$ cat src/rtl/mms_pkg.sv
// Shared MMU definitions: ITLB controller states, geometry constants and PTE flag positions.
package mms_pkg;

  localparam int MXLEN        = 64;
  localparam int ITLB_ENTRIES = 8;
  localparam int ITLB_VPN_W   = 27;

  localparam int PTE_BIT_V = 0;
  localparam int PTE_BIT_R = 1;
  localparam int PTE_BIT_W = 2;
  localparam int PTE_BIT_X = 3;
  localparam int PTE_BIT_U = 4;
  localparam int PTE_BIT_A = 6;
  localparam int PTE_BIT_D = 7;

  typedef logic [MXLEN-1:0] pte_t;

  typedef enum logic [2:0] {
    ST_IDLE      = 3'd0,
    ST_RESP_HIT  = 3'd1,
    ST_WALK_REQ  = 3'd2,
    ST_WALK_WAIT = 3'd3,
    ST_REFILL    = 3'd4,
    ST_RESP_WALK = 3'd5,
    ST_FLUSH     = 3'd6
  } itlb_state_e;

  // An instruction fetch faults unless the leaf is valid, executable, accessed and not write-only.
  function automatic logic pte_fault(input logic err, input logic v, input logic r,
                                     input logic w, input logic x, input logic a);
    return err | ~v | ~x | ~a | (~r & w);
  endfunction

endpackage

$ cat src/rtl/itlb_victim_sel.sv
// Picks the refill victim: lowest-index invalid line, else the round-robin pointer.
module itlb_victim_sel #(
  parameter int NUM_ENTRIES = 8,
  localparam int IDX_W = $clog2(NUM_ENTRIES)
) (
  input  logic [NUM_ENTRIES-1:0] valid,
  input  logic [IDX_W-1:0]       rr_ptr,
  output logic [IDX_W-1:0]       victim
);

  logic [IDX_W-1:0] first_inv_s;

  // scan downwards so the lowest invalid index is the last one kept
  always_comb begin
    first_inv_s = '0;
    for (int i = NUM_ENTRIES-1; i >= 0; i--) begin
      first_inv_s = valid[i] ? first_inv_s : IDX_W'(i);
    end
  end

  assign victim = (&valid) ? rr_ptr : first_inv_s;

endmodule

$ cat src/rtl/itlb_ctrl.sv
// ITLB sequencer: tag/valid store, hit lookup, PTW miss handling, victim refill and global flush.
module itlb_ctrl
  import mms_pkg::*;
#(
  parameter int NUM_ENTRIES = ITLB_ENTRIES,
  parameter int VPN_W       = ITLB_VPN_W,
  parameter int PTE_W       = MXLEN
) (
  input  logic                     clk_i,
  input  logic                     rst_i,
  input  logic                     lkp_valid_i,
  output logic                     lkp_ready_o,
  input  logic [VPN_W-1:0]         lkp_vpn_i,
  output logic                     resp_valid_o,
  output logic                     resp_miss_o,
  output logic                     resp_fault_o,
  output logic [PTE_W-1:0]         resp_pte_o,
  output logic [NUM_ENTRIES-1:0]   line_rd_en_o,
  output logic [NUM_ENTRIES-1:0]   line_wr_en_o,
  output logic [PTE_W-1:0]         line_pte_wr_o,
  input  logic [NUM_ENTRIES*PTE_W-1:0] line_pte_rd_i,
  output logic                     ptw_req_valid_o,
  input  logic                     ptw_req_ready_i,
  output logic [VPN_W-1:0]         ptw_req_vpn_o,
  input  logic                     ptw_resp_valid_i,
  input  logic [PTE_W-1:0]         ptw_resp_pte_i,
  input  logic                     ptw_resp_err_i,
  input  logic                     flush_i,
  output logic                     flush_done_o
);

  localparam int IDX_W = $clog2(NUM_ENTRIES);

  itlb_state_e              state_r, state_s;
  logic [VPN_W-1:0]         vpn_r;
  logic [VPN_W-1:0]         tag_r [NUM_ENTRIES];
  logic [NUM_ENTRIES-1:0]   valid_r;
  logic [IDX_W-1:0]         idx_r, rr_ptr_r, victim_s, hit_idx_s;
  logic [NUM_ENTRIES-1:0]   match_s, idx_oh_s, victim_oh_s;
  logic [PTE_W-1:0]         pte_r, rd_or_s;
  logic                     hit_s, miss_r, fault_r, flush_pend_r, walk_fault_s, accept_s;

  assign lkp_ready_o  = (state_r == ST_IDLE) & ~flush_i & ~flush_pend_r;
  assign accept_s     = lkp_ready_o & lkp_valid_i;
  assign walk_fault_s = pte_fault(ptw_resp_err_i, ptw_resp_pte_i[PTE_BIT_V], ptw_resp_pte_i[PTE_BIT_R],
                                  ptw_resp_pte_i[PTE_BIT_W], ptw_resp_pte_i[PTE_BIT_X],
                                  ptw_resp_pte_i[PTE_BIT_A]);

  itlb_victim_sel #(.NUM_ENTRIES(NUM_ENTRIES)) u_victim_sel (
    .valid  (valid_r),
    .rr_ptr (rr_ptr_r),
    .victim (victim_s)
  );

  // compare the incoming VPN against every valid tag
  always_comb begin
    match_s = '0;
    for (int i = 0; i < NUM_ENTRIES; i++) begin
      match_s[i] = valid_r[i] & (tag_r[i] == lkp_vpn_i);
    end
  end

  assign hit_s = |match_s;

  // encode the matching line; tags are unique so at most one bit is set
  always_comb begin
    hit_idx_s = '0;
    for (int i = NUM_ENTRIES-1; i >= 0; i--) begin
      hit_idx_s = match_s[i] ? IDX_W'(i) : hit_idx_s;
    end
  end

  // unselected ramlines return zero, so OR-ing all of them yields the selected PTE
  always_comb begin
    rd_or_s = '0;
    for (int i = 0; i < NUM_ENTRIES; i++) begin
      rd_or_s = rd_or_s | line_pte_rd_i[i*PTE_W +: PTE_W];
    end
  end

  // one-hot decode of the read index and the refill victim
  always_comb begin
    idx_oh_s              = '0;
    victim_oh_s           = '0;
    idx_oh_s[idx_r]       = 1'b1;
    victim_oh_s[victim_s] = 1'b1;
  end

  // next-state logic
  always_comb begin
    state_s = state_r;
    case (state_r)
      ST_IDLE: begin
        if (flush_i || flush_pend_r) state_s = ST_FLUSH;
        else if (lkp_valid_i)        state_s = hit_s ? ST_RESP_HIT : ST_WALK_REQ;
        else                         state_s = ST_IDLE;
      end
      ST_WALK_REQ:  state_s = ptw_req_ready_i ? ST_WALK_WAIT : ST_WALK_REQ;
      ST_WALK_WAIT: begin
        if (ptw_resp_valid_i)
          state_s = (walk_fault_s | flush_pend_r | flush_i) ? ST_RESP_WALK : ST_REFILL;
        else
          state_s = ST_WALK_WAIT;
      end
      ST_REFILL:    state_s = ST_RESP_HIT;
      ST_RESP_HIT,
      ST_RESP_WALK: state_s = (flush_pend_r | flush_i) ? ST_FLUSH : ST_IDLE;
      ST_FLUSH:     state_s = ST_IDLE;
      default:      state_s = ST_IDLE;
    endcase
  end

  // state-decoded outputs
  always_comb begin
    resp_valid_o    = (state_r == ST_RESP_HIT) | (state_r == ST_RESP_WALK);
    resp_miss_o     = ((state_r == ST_RESP_HIT) & miss_r) | (state_r == ST_RESP_WALK);
    resp_fault_o    = (state_r == ST_RESP_WALK) & fault_r;
    resp_pte_o      = '0;
    line_rd_en_o    = (state_r == ST_RESP_HIT) ? idx_oh_s : '0;
    line_wr_en_o    = (state_r == ST_REFILL) ? victim_oh_s : '0;
    line_pte_wr_o   = (state_r == ST_REFILL) ? pte_r : '0;
    ptw_req_valid_o = (state_r == ST_WALK_REQ);
    ptw_req_vpn_o   = (state_r == ST_WALK_REQ) ? vpn_r : '0;
    flush_done_o    = (state_r == ST_FLUSH);
    if (state_r == ST_RESP_HIT)                  resp_pte_o = rd_or_s;
    else if (state_r == ST_RESP_WALK && !fault_r) resp_pte_o = pte_r;
    else                                          resp_pte_o = '0;
  end

  // state, lookup context, tag/valid store and victim pointer
  always_ff @(posedge clk_i) begin
    if (rst_i) begin
      state_r      <= ST_IDLE;
      vpn_r        <= '0;
      valid_r      <= '0;
      idx_r        <= '0;
      rr_ptr_r     <= '0;
      pte_r        <= '0;
      miss_r       <= 1'b0;
      fault_r      <= 1'b0;
      flush_pend_r <= 1'b0;
      for (int i = 0; i < NUM_ENTRIES; i++) tag_r[i] <= '0;
    end else begin
      state_r <= state_s;
      if (accept_s) begin
        vpn_r  <= lkp_vpn_i;
        idx_r  <= hit_idx_s;
        miss_r <= 1'b0;
      end
      if (state_r == ST_WALK_WAIT && ptw_resp_valid_i) begin
        pte_r   <= ptw_resp_pte_i;
        fault_r <= walk_fault_s;
      end
      if (state_r == ST_REFILL) begin
        tag_r[victim_s]   <= vpn_r;
        valid_r[victim_s] <= 1'b1;
        idx_r             <= victim_s;
        miss_r            <= 1'b1;
        // only replacing a live line advances the round-robin pointer
        if (valid_r[victim_s])
          rr_ptr_r <= (rr_ptr_r == IDX_W'(NUM_ENTRIES-1)) ? '0 : rr_ptr_r + IDX_W'(1);
      end
      if (state_r == ST_FLUSH) begin
        valid_r      <= '0;
        rr_ptr_r     <= '0;
        flush_pend_r <= 1'b0;
      end else if (flush_i && state_r != ST_IDLE) begin
        flush_pend_r <= 1'b1;
      end
    end
  end

endmodule

$ cat config.mk
export PLATFORM = sky130hd
export DESIGN_NAME = itlb_ctrl
export DESIGN_NICKNAME = d
export VERILOG_FILES = /design/src/rtl/mms_pkg.sv /design/src/rtl/itlb_victim_sel.sv /design/src/rtl/itlb_ctrl.sv
export SDC_FILE = /design/constraint.sdc
export NUM_CORES = 1
export LEC_CHECK = 0
export ABC_AREA = 1
export CAP_MARGIN = 20
export CORE_AREA = 2 2 310 312
export CTS_CLUSTER_SIZE = 16
export DETAILED_ROUTE_END_ITERATION = 12
export DIE_AREA = 0 0 312 314
export SYNTH_ARGS = -nofsm -noshare
export SYNTH_HDL_FRONTEND = slang
export SYNTH_SLANG_ARGS = --single-unit
$ cat constraint.sdc
create_clock -name clk_i -period 4.3 [get_ports clk_i]
set_input_delay 0.43 -clock clk_i [delete_from_list [all_inputs] [get_ports clk_i]]
set_output_delay 0.43 -clock clk_i [all_outputs]
set_load 0.02 [all_outputs]
Word-level counts from Yosys, hierarchy flattened:

Memory sizes are Yosys's and may differ from the RTL's.
Index checks and enable logic that the tools add are counted.

* bits in registers: 111
* RAM bits: 216
* bits of input ports: 610
* output and inout bits: 177
* logic and storage cells: 133
* memories: 1

* $add $sub $neg: 1
* magnitude comparators: 4
* equal/unequal tests: 15
* mux-type cells: 50
* bitwise operators: 37
* reduce and logical (&&, ||, !) cells: 16

Memory list
* tag_r: depth 8, width 27, rd ports 8, clocked after memory_dff 0, write ports 8, RTL line itlb_ctrl.sv:36 `logic [VPN_W-1:0] tag_r [NUM_ENTRIES];`

Operator list (count)
* $or A64 B64 Y64: 7
* $eq A27 B27 Y1: 8
* $mux W64: 3
* $mux W3: 24
* $mux W27: 2
* $reduce_or A27 Y1: 1
* $mux W8: 2
* $pmux W3 S5: 1
* $and A1 B1 Y1: 14
* $mux W1: 13
* $eq A3 B3 Y1 const B: 4
* $or A1 B1 Y1: 9
* $lt A3 B4 Y1 const B: 2
* $or A8 B8 Y8: 1
* $reduce_and A8 Y1: 1
* $reduce_or A8 Y1: 1
* $demux W1 S3: 2
* $eq A3 B2 Y1 const B: 2
* $ge A3 B1 Y1 const B: 2
* $not A1 Y1: 6
* $logic_and A1 B1 Y1: 5
* $mux W2: 2
* $reduce_or A2 Y1: 2
* $add A3 B1 Y3 const B: 1
* other kinds (8): 8

Logic depth before layout (Yosys ltp):

Gate-level depths: netlist (run 1).

* depth in word-level cells: 14
* depth in mapped cells: 18
* gate-level depth less buffers: 17

Hierarchy:

A second synthesis (run 1) with hierarchy kept.

* cell total of the unflattened synthesis: 2176
* area total of the unflattened synthesis: 17231.5 µm²

Modules (own cells, without submodules)
* itlb_ctrl: times used 1, cells an instance 2153, area each 17132.7 µm², sequential area each 8708.4 µm²
* itlb_victim_sel: times used 1, cells an instance 23, area each 98.8 µm², sequential area each 0.0 µm²

Worst setup path after synthesis (run 1):

No wires, ideal clock.

* path type: reg2reg
* start: reg state_r[2]
* end: mem tag_r[7][0] in the netlist's numbering (enable)
* setup time: 0.449 ns
* data arrival time: 3.099 ns
* data required time: 3.851 ns
* path slack: 0.753 ns
* cell stages (with the launch flop): 10
* buffers on the path: 1
* period minus slack after synthesis: 3.547 ns
* path through: dfxtp_1 > buf_4 > inv_2 > nor3_2 > inv_2 > nor2_2 > inv_2 > nor2_2 > inv_2 > o21ai_0

RTL lines
* start, declared: RTL line itlb_ctrl.sv:34 `itlb_state_e state_r, state_s;`
* start signal, assigned: RTL line itlb_ctrl.sv:144 `state_r <= state_s;`
* end, declared: RTL line itlb_ctrl.sv:36

Worst setup path after layout (run 1):

* start: reg state_r[0]
* end: out resp_pte_o[45]

* word-level cells in the longest chain between the ends: 4
* elaborated cells on any way between the ends: 5
* those cells by class: eq/ne: 2; mux: 2; reduce/logical: 1

Ends and longest elaborated chain
* $eq A3 B3 Y1: RTL line itlb_ctrl.sv:126 `else if (state_r == ST_RESP_WALK && !fault_r) resp_pte_o = pte_r;`
* $logic_and A1 B1 Y1: RTL line itlb_ctrl.sv:126
* $mux W64: RTL line itlb_ctrl.sv:126
* $mux W64 (*): RTL line itlb_ctrl.sv:125 `if (state_r == ST_RESP_HIT) resp_pte_o = rd_or_s;`
* end, declared: RTL line itlb_ctrl.sv:17 `output logic [PTE_W-1:0] resp_pte_o,`

Mark *: on every way between the ends. The rest lies on a longest branch, timed or not.

==> summary.md, run 1 <==
| Metric | Value |
|---|---|
| Setup CP Type | `flip-flop to primary output` |
| DR WL/cell | `31.89 um` |
| VDD IR max | `~0.00033 V` |
| Final nets | `between 3000 and 4000` |
| PortBufs | `786` |
| Vias in the first global route | `18834` |
| Placed cells | `4159` |
| WP data arrival | `between 3000 and 4000 ps` |
| Maximum clock frequency | `about 0.26 GHz` |
| Cell count after synthesis | `2160` |
| Initial DRT Pass Iterations | `5` |
| Worst-path clk slew | `60 ps` |
| Initial antenna violation count | `86` |
| Final GP Congestion | `0.9949` |
| Largest net degree at the start of global routing | `73` |
| Tmin final | `roughly 4000 ps` |
| Fin crit share | `90.86%` |
| Endpoints failing setup | `0` |
| Total Routing Usage GR | `a little over a quarter` |
| CP endpoint kind | `primary output` |
| Finished Cell Area | `28000 um^2` |
| CTS root buf | `clkbuf_16` |
| Clock Path Buffers | `3` |
| RSZ-0062 raised after global routing | `false` |
| Die Y | `between 300 and 400 um` |
| # rows | `about 110` |
| CP startpoint kind | `flip-flop` |
| Starting Density | `between 15 and 20%` |
| Crit path required time | `between 3000 and 4000 ps` |
| Fillcell total | `10248` |
| Cell Chain, Critical Path | `inv_1 -> nor2_1 -> nand3_4 -> buf_4 -> o21ai_0 -> clkdlybuf4s50_1` |
| Worst slew margin | `36.18%` |
| Async set or reset register ratio after synthesis | `0%` |
| CTS tree | `built` |
| Vias | `19647` |
| Seq. cell area | `8708 um^2` |
| Die ar. | `97970 um^2` |
| Post-DP Area | `about 27000 um^2` |
| CP max stage cell | `clkdlybuf4s50_1` |
| Worst Skew | `55.68 ps` |
| Initial DRC Count | `2005` |
| Post-Syn Area | `17220 um^2` |
| Antenna viol nets, final | `0` |
| Detailed Route WL | `135600 um` |
| Clock Sinks | `327` |
| Post-CTS sizing | `0` |
| Layout cell share with drive strength beyond 1 | `5.660%` |
| Synth warn | `0` |
| Worst Hold Depth | `3` |
| Largest stage delay, worst path | `730 ps` |
| Multi-input gate area | `7187 um^2` |
| Cts hold-fix bufs | `0` |
| DR DRC count | `0` |
| Final HPWL DP | `113800 um` |
| Pleak | `0.009725 uW` |
| Drt via density | `4.620` |
| Syn_nets | `2772` |
| Die X | `roughly 310 um` |
| Number of synthesized flops with an enable pin | `approximately 220` |
| Non-filler instance count after layout | `4253` |
| R2R depth | `10` |
| Max-slew violations | `0` |
| Fin Setup TNS | `0 ps` |
| Critical Path Fanout Max | `27` |
| Worst slew pin tran | `948.6 ps` |
| Cell variety after synth | `41` |
| Avg Cell Area, Syn | `between 7 and 8 um^2` |
| Clk Latency, worst-skew pair | `a little over 600 ps` |
| # Post-CTS Setup Buffers | `0` |
| Synthesized flop and latch total | `327` |
| CORE AREA | `94450 um^2` |
| Total gr overflow | `0` |
| Tightest Hold Check Type | `input port to flip-flop` |
| PD cells | `387.1 nW/um^2` |
| Global-route wire length before repair | `174400 um` |
| Ys flop type | `edfxtp_1` |
| CTS Buf Count | `40` |
| Status | `complete, no violations` |
| Max-cap violations | `0` |
| H-tree Lvls | `2` |
| Final Hold Viols | `0` |
| I/O pins | `~800` |
| Syn-to-layout area delta | `62.64%` |
| Register area share after synthesis | `50.59%` |
sequential cells by signal, summed over array words and instances (netlist names):
register,count
tag_r,216
pte_r,64
vpn_r,27
valid_r,8
idx_r,3
rr_ptr_r,3
state_r,3
fault_r,1
flush_pend_r,1
miss_r,1
routing by layer:
metal  track usage (%)  wire length (um)  vias up
met2             42.56             60960     1182
met1             32.69             52770     9295
met4             8.545              5149       66
li1                  -                 -     8834
met5                 0               406        -
met3             10.28             16340      270
cell type report:
class | count | area share, %
diodes | 20 | 0.1787
clock buffers | 56 | 4.093
inverters | 228 | 3.079
well taps | 1265 | 5.653
multi-input cells | 1508 | 25.67
flip-flops and latches | 327 | 31.10
repair buffers | 831 | 29.31
clock inverters | 18 | 0.9116
placed cells by master (no fill, tap or decap), types with 3 or more instances in the layout:
master | synthesis | routed
nor2_1 | 491 | 490
inv_2 | 11 | 9
nand2_4 | 3 | 3
a21oi_1 | 118 | 118
dfxtp_1 | 111 | 111
inv_1 | 183 | 182
o22ai_1 | 24 | 24
clkinv_2 | 0 | 9
xor2_1 | 9 | 9
o2111ai_1 | 3 | 3
nor4_1 | 65 | 65
nand4_1 | 25 | 25
nand3_1 | 14 | 13
o211ai_1 | 7 | 7
diode_2 | 0 | 20
nand2_2 | 6 | 6
o21ai_0 | 213 | 212
xnor2_1 | 36 | 36
clkdlybuf4s50_1 | 0 | 777
nor2_4 | 3 | 4
nor2_2 | 4 | 4
clkbuf_16 | 0 | 41
clkinv_1 | 34 | 36
a22o_1 | 10 | 10
clkbuf_8 | 0 | 6
or2_2 | 13 | 13
nor3_2 | 3 | 3
nand3b_1 | 3 | 3
edfxtp_1 | 216 | 216
nand2_1 | 366 | 366
nor3_1 | 17 | 17
o31ai_1 | 64 | 64
clkbuf_1 | 52 | 8
buf_4 | 2 | 52
bufinv_16 | 0 | 4
power by group:
part | internal, uW | leakage [uW] | switching (uW)
logic | 1260 | 0.00591 | 2280
clock network | 2130 | 0.000686 | 1490
registers | 3570 | 0.00313 | 112
total | 6960 | 0.00973 | 3880
Yosys cell counts, types with 7 or more instances:
master / number / share of area, %
a21oi_1: 118 / 3.4
a22o_1: 10 / 0.51
buf_2: 32 / 0.93
buf_6: 10 / 0.65
clkbuf_1: 52 / 1.1
clkinv_1: 34 / 0.74
dfxtp_1: 111 / 13
edfxtp_1: 216 / 38
inv_1: 183 / 4.0
inv_2: 11 / 0.24
nand2_1: 366 / 8.0
nand3_1: 14 / 0.41
nand4_1: 25 / 0.91
nor2_1: 491 / 11
nor3_1: 17 / 0.49
nor4_1: 65 / 2.4
o211ai_1: 7 / 0.31
o21ai_0: 213 / 6.2
o22ai_1: 24 / 0.87
o31ai_1: 64 / 2.8
or2_2: 13 / 0.47
xnor2_1: 36 / 1.8
xor2_1: 9 / 0.46
logic make-up after synthesis:
group                      Yosys count  share of synthesized area, %
AOI/OAI and AO/OA                  445                         14.54
xor gates and xnor gates            45                         2.289
adders and majority gates            2                        0.1453
buffers and inverters              325                         7.806
DFF                                327                         50.59
and+or+nand+nor                   1016                         24.63
metrics by stage:
| stage | hold WS, ps | setup WS, ps | power, uW | util (%) |
|---|---|---|---|---|
| after global routing | 474.8 | 232.6 | 11190 | 29.61 |
| after global placement | 464.1 | 659.0 | 7302 | 28.11 |
| after floorplan | 444.9 | 752.6 | 5006 | - |
| after detailed placement | 473.8 | 707.8 | 7309 | 28.11 |
| after CTS | 426.7 | 282.3 | 10920 | 29.59 |
| final | 450.1 | 393.2 | 10840 | 29.65 |
worst paths after layout:
path | start | endpoint | slack, ps
setup / recovery | state_r[0] | resp_pte_o[45] | 390
hold / removal | ptw_resp_pte_i[26] | pte_r[26] | 450
setup reg to reg | valid_r[7] | tag_r[0][11] | 1390
hold reg to reg | pte_r[43] | pte_r[43] | 490
critical path: cells and delay by family, from the launching register on:
family                 cells  cell delay [ps]
AOI/OAI and AO/OA          1              560
DFF                        1              420
buffers and inverters      3             1210
and+or+nand+nor            2              650
Note: power is estimated with default switching activity, not from simulation.
==> run 2, diff against run 1 <==
GPL_TIMING_DRIVEN = 0   (was unset)
==> summary.md, run 2 (synthesis results as in run 1) <==
| Metric | Value |
|---|---|
| Cts hold-fix bufs | `0` |
| CTS Buf Count | `38` |
| PortBufs | `a little under 800` |
| Most frequent cells in the layout | `758 x clkdlybuf4s50_1, 487 x nor2_1, 366 x nand2_1, 216 x edfxtp_1, 212 x o21ai_0` |
| Biggest register | `tag_r` |
| Utilization after layout | `29.76%` |
| Starting Density | `18.23%` |
| Clock Sinks | `327` |
| WP data arrival | `3880 ps` |
| DR WL/cell | `32.54 um` |
| Max-slew violations | `0` |
| Vias in the first global route | `roughly 19000` |
| Total gr overflow | `0` |
| Worst Skew | `approximately 40 ps` |
| Initial DRT Pass Iterations | `6` |
| Clk Latency, worst-skew pair | `between 500 and 600 ps` |
| Vias | `20309` |
| VDD IR max | `between 0.0002 and 0.0003 V` |
| Multi-input gate area | `7189 um^2` |
| Worst Hold Depth | `3` |
| Final HPWL DP | `119100 um` |
| Total Routing Usage GR | `27.53%` |
| Pre-CTS WS | `-76.63 ps` |
| H-tree Lvls | `2` |
| Failing checks | `negative setup slack` |
| Final worst setup slack | `-5.395 ps` |
| Max-cap violations | `0` |
| Maximum clock frequency | `roughly 0.23 GHz` |
| # rows | `113` |
| Syn-to-layout area delta | `63.27%` |
| Max reg flops | `216` |
| Largest net degree at the start of global routing | `28` |
| CTS root buf | `clkbuf_16` |
| Initial antenna violation count | `89` |
| Seq. cell area | `a little under 9000 um^2` |
| Fin crit share | `100.1%` |
| PD cells | `~380 nW/um^2` |
| Pleak | `0.009816 uW` |
| Setup CP Type | `flip-flop to primary output` |
| I/O pins | `a little under 800` |
| CTS tree | `built` |
| R2R depth | `8` |
| RSZ-0062 raised after global routing | `false` |
| Endpoints failing setup | `1` |
| Crit path required time | `~3900 ps` |
| Final GP Congestion | `1.028` |
| Antenna viol nets, final | `0` |
| Tightest Hold Check Type | `input port to flip-flop` |
| Critical Path Fanout Max | `10` |
| Worst slew margin | `4.910%` |
| Die ar. | `97970 um^2` |
| Clock Path Buffers | `3` |
| Die X | `approximately 310 um` |
| Fillcell total | `10225` |
| CP startpoint kind | `flip-flop` |
| Commonest non-fill, non-tap cell in the layout | `clkdlybuf4s50_1` |
| Final Hold Viols | `0` |
| Final nets | `3600` |
| Layout cell share with drive strength beyond 1 | `5.567%` |
| Status | `finished with violations` |
| Regs by FF count | `tag_r: 216 flops, pte_r: 64 flops, vpn_r: 27 flops` |
| Initial DRC Count | `2558` |
| Tmin final | `4305 ps` |
| WHS | `308.1 ps` |
| CP endpoint kind | `primary output` |
| # Post-CTS Setup Buffers | `0` |
| Die Y | `314 um` |
| Worst slew pin tran | `1411 ps` |
| Drt via density | `4.702` |
| Detailed Route WL | `140500 um` |
| Worst-path clk slew | `~60 ps` |
| CORE AREA | `94450 um^2` |
| Global-route wire length before repair | `179000 um` |
| DR DRC count | `0` |
run 2: changes by cell type in the layout (fill, tap and decap cells not counted), moves of 11 or more:
cell	previous run	this run
clkdlybuf4s50_1	777	758
buf_6	0	11
clkbuf_1	8	64
dlygate4sd2_1	0	14
buf_2	0	32
buf_4	52	9
diode_2	20	36
run 2: cell type report:
cell class / instances / share of cell area, %
Multi-Input combinational cell: 1508 / 25.58
Sequential cell: 327 / 30.98
Inverter: 228 / 3.045
Timing Repair Buffer: 789 / 28.39
Buffer: 96 / 1.758
Clock buffer: 61 / 3.940
Antenna cell: 36 / 0.3205
Clock inverter: 9 / 0.3517
Tap cell: 1265 / 5.631
run 2: layer usage:
metal | global-route usage (%) | wire (um)
met1 | 33.45 | 53180
met2 | 41.74 | 60100
met3 | 11.34 | 18450
met4 | 14.12 | 8422
met5 | 0 | 389
run 2: repair_timing:
action / in CTS / in global routing
resized for setup: 20 / 7
endpoints found under the setup margin: 66 / 11
pin swaps: 0 / 0
gates cloned: 0 / 0
run 2: worst paths after layout:
kind	startpoint	endpoint	slack, ps
worst max-delay path	state_r[1]	ptw_req_vpn_o[23]	-5
worst min-delay path	lkp_vpn_i[18]	vpn_r[18]	310
worst min register to register	pte_r[44]	pte_r[44]	470
worst max register to register	state_r[0]	pte_r[57]	900
run 2: worst max-delay path, cell delays in order (launching register included):
cell	delay (ps)
dfxtp_1	420
inv_1	100
nor3_1	520
clkinv_1	730
clkbuf_1	500
nor2_1	190
clkdlybuf4s50_1	810
run 2: per-stage QoR:
stage                     power (uW)  TNS (ps)  cell area [um^2]  std cells
after floorplan                 5006         0             17220       2160
after global placement          7354    -23630             26540       4198
after detailed placement        7389    -357.5             26740       4211
after CTS                      10570    -582.1             27950       4281
after global routing           10850         0             28060       4299
final                          10580    -5.395             28110       4319
run 2: report_power, final:
group | switching, uW | total, uW | internal, uW | leakage, uW
combinational | 2450 | 3670 | 1220 | 0.00610
clock | 1460 | 3250 | 1790 | 0.000588
sequential | 98.8 | 3670 | 3570 | 0.00313
total | 4010 | 10600 | 6580 | 0.00982
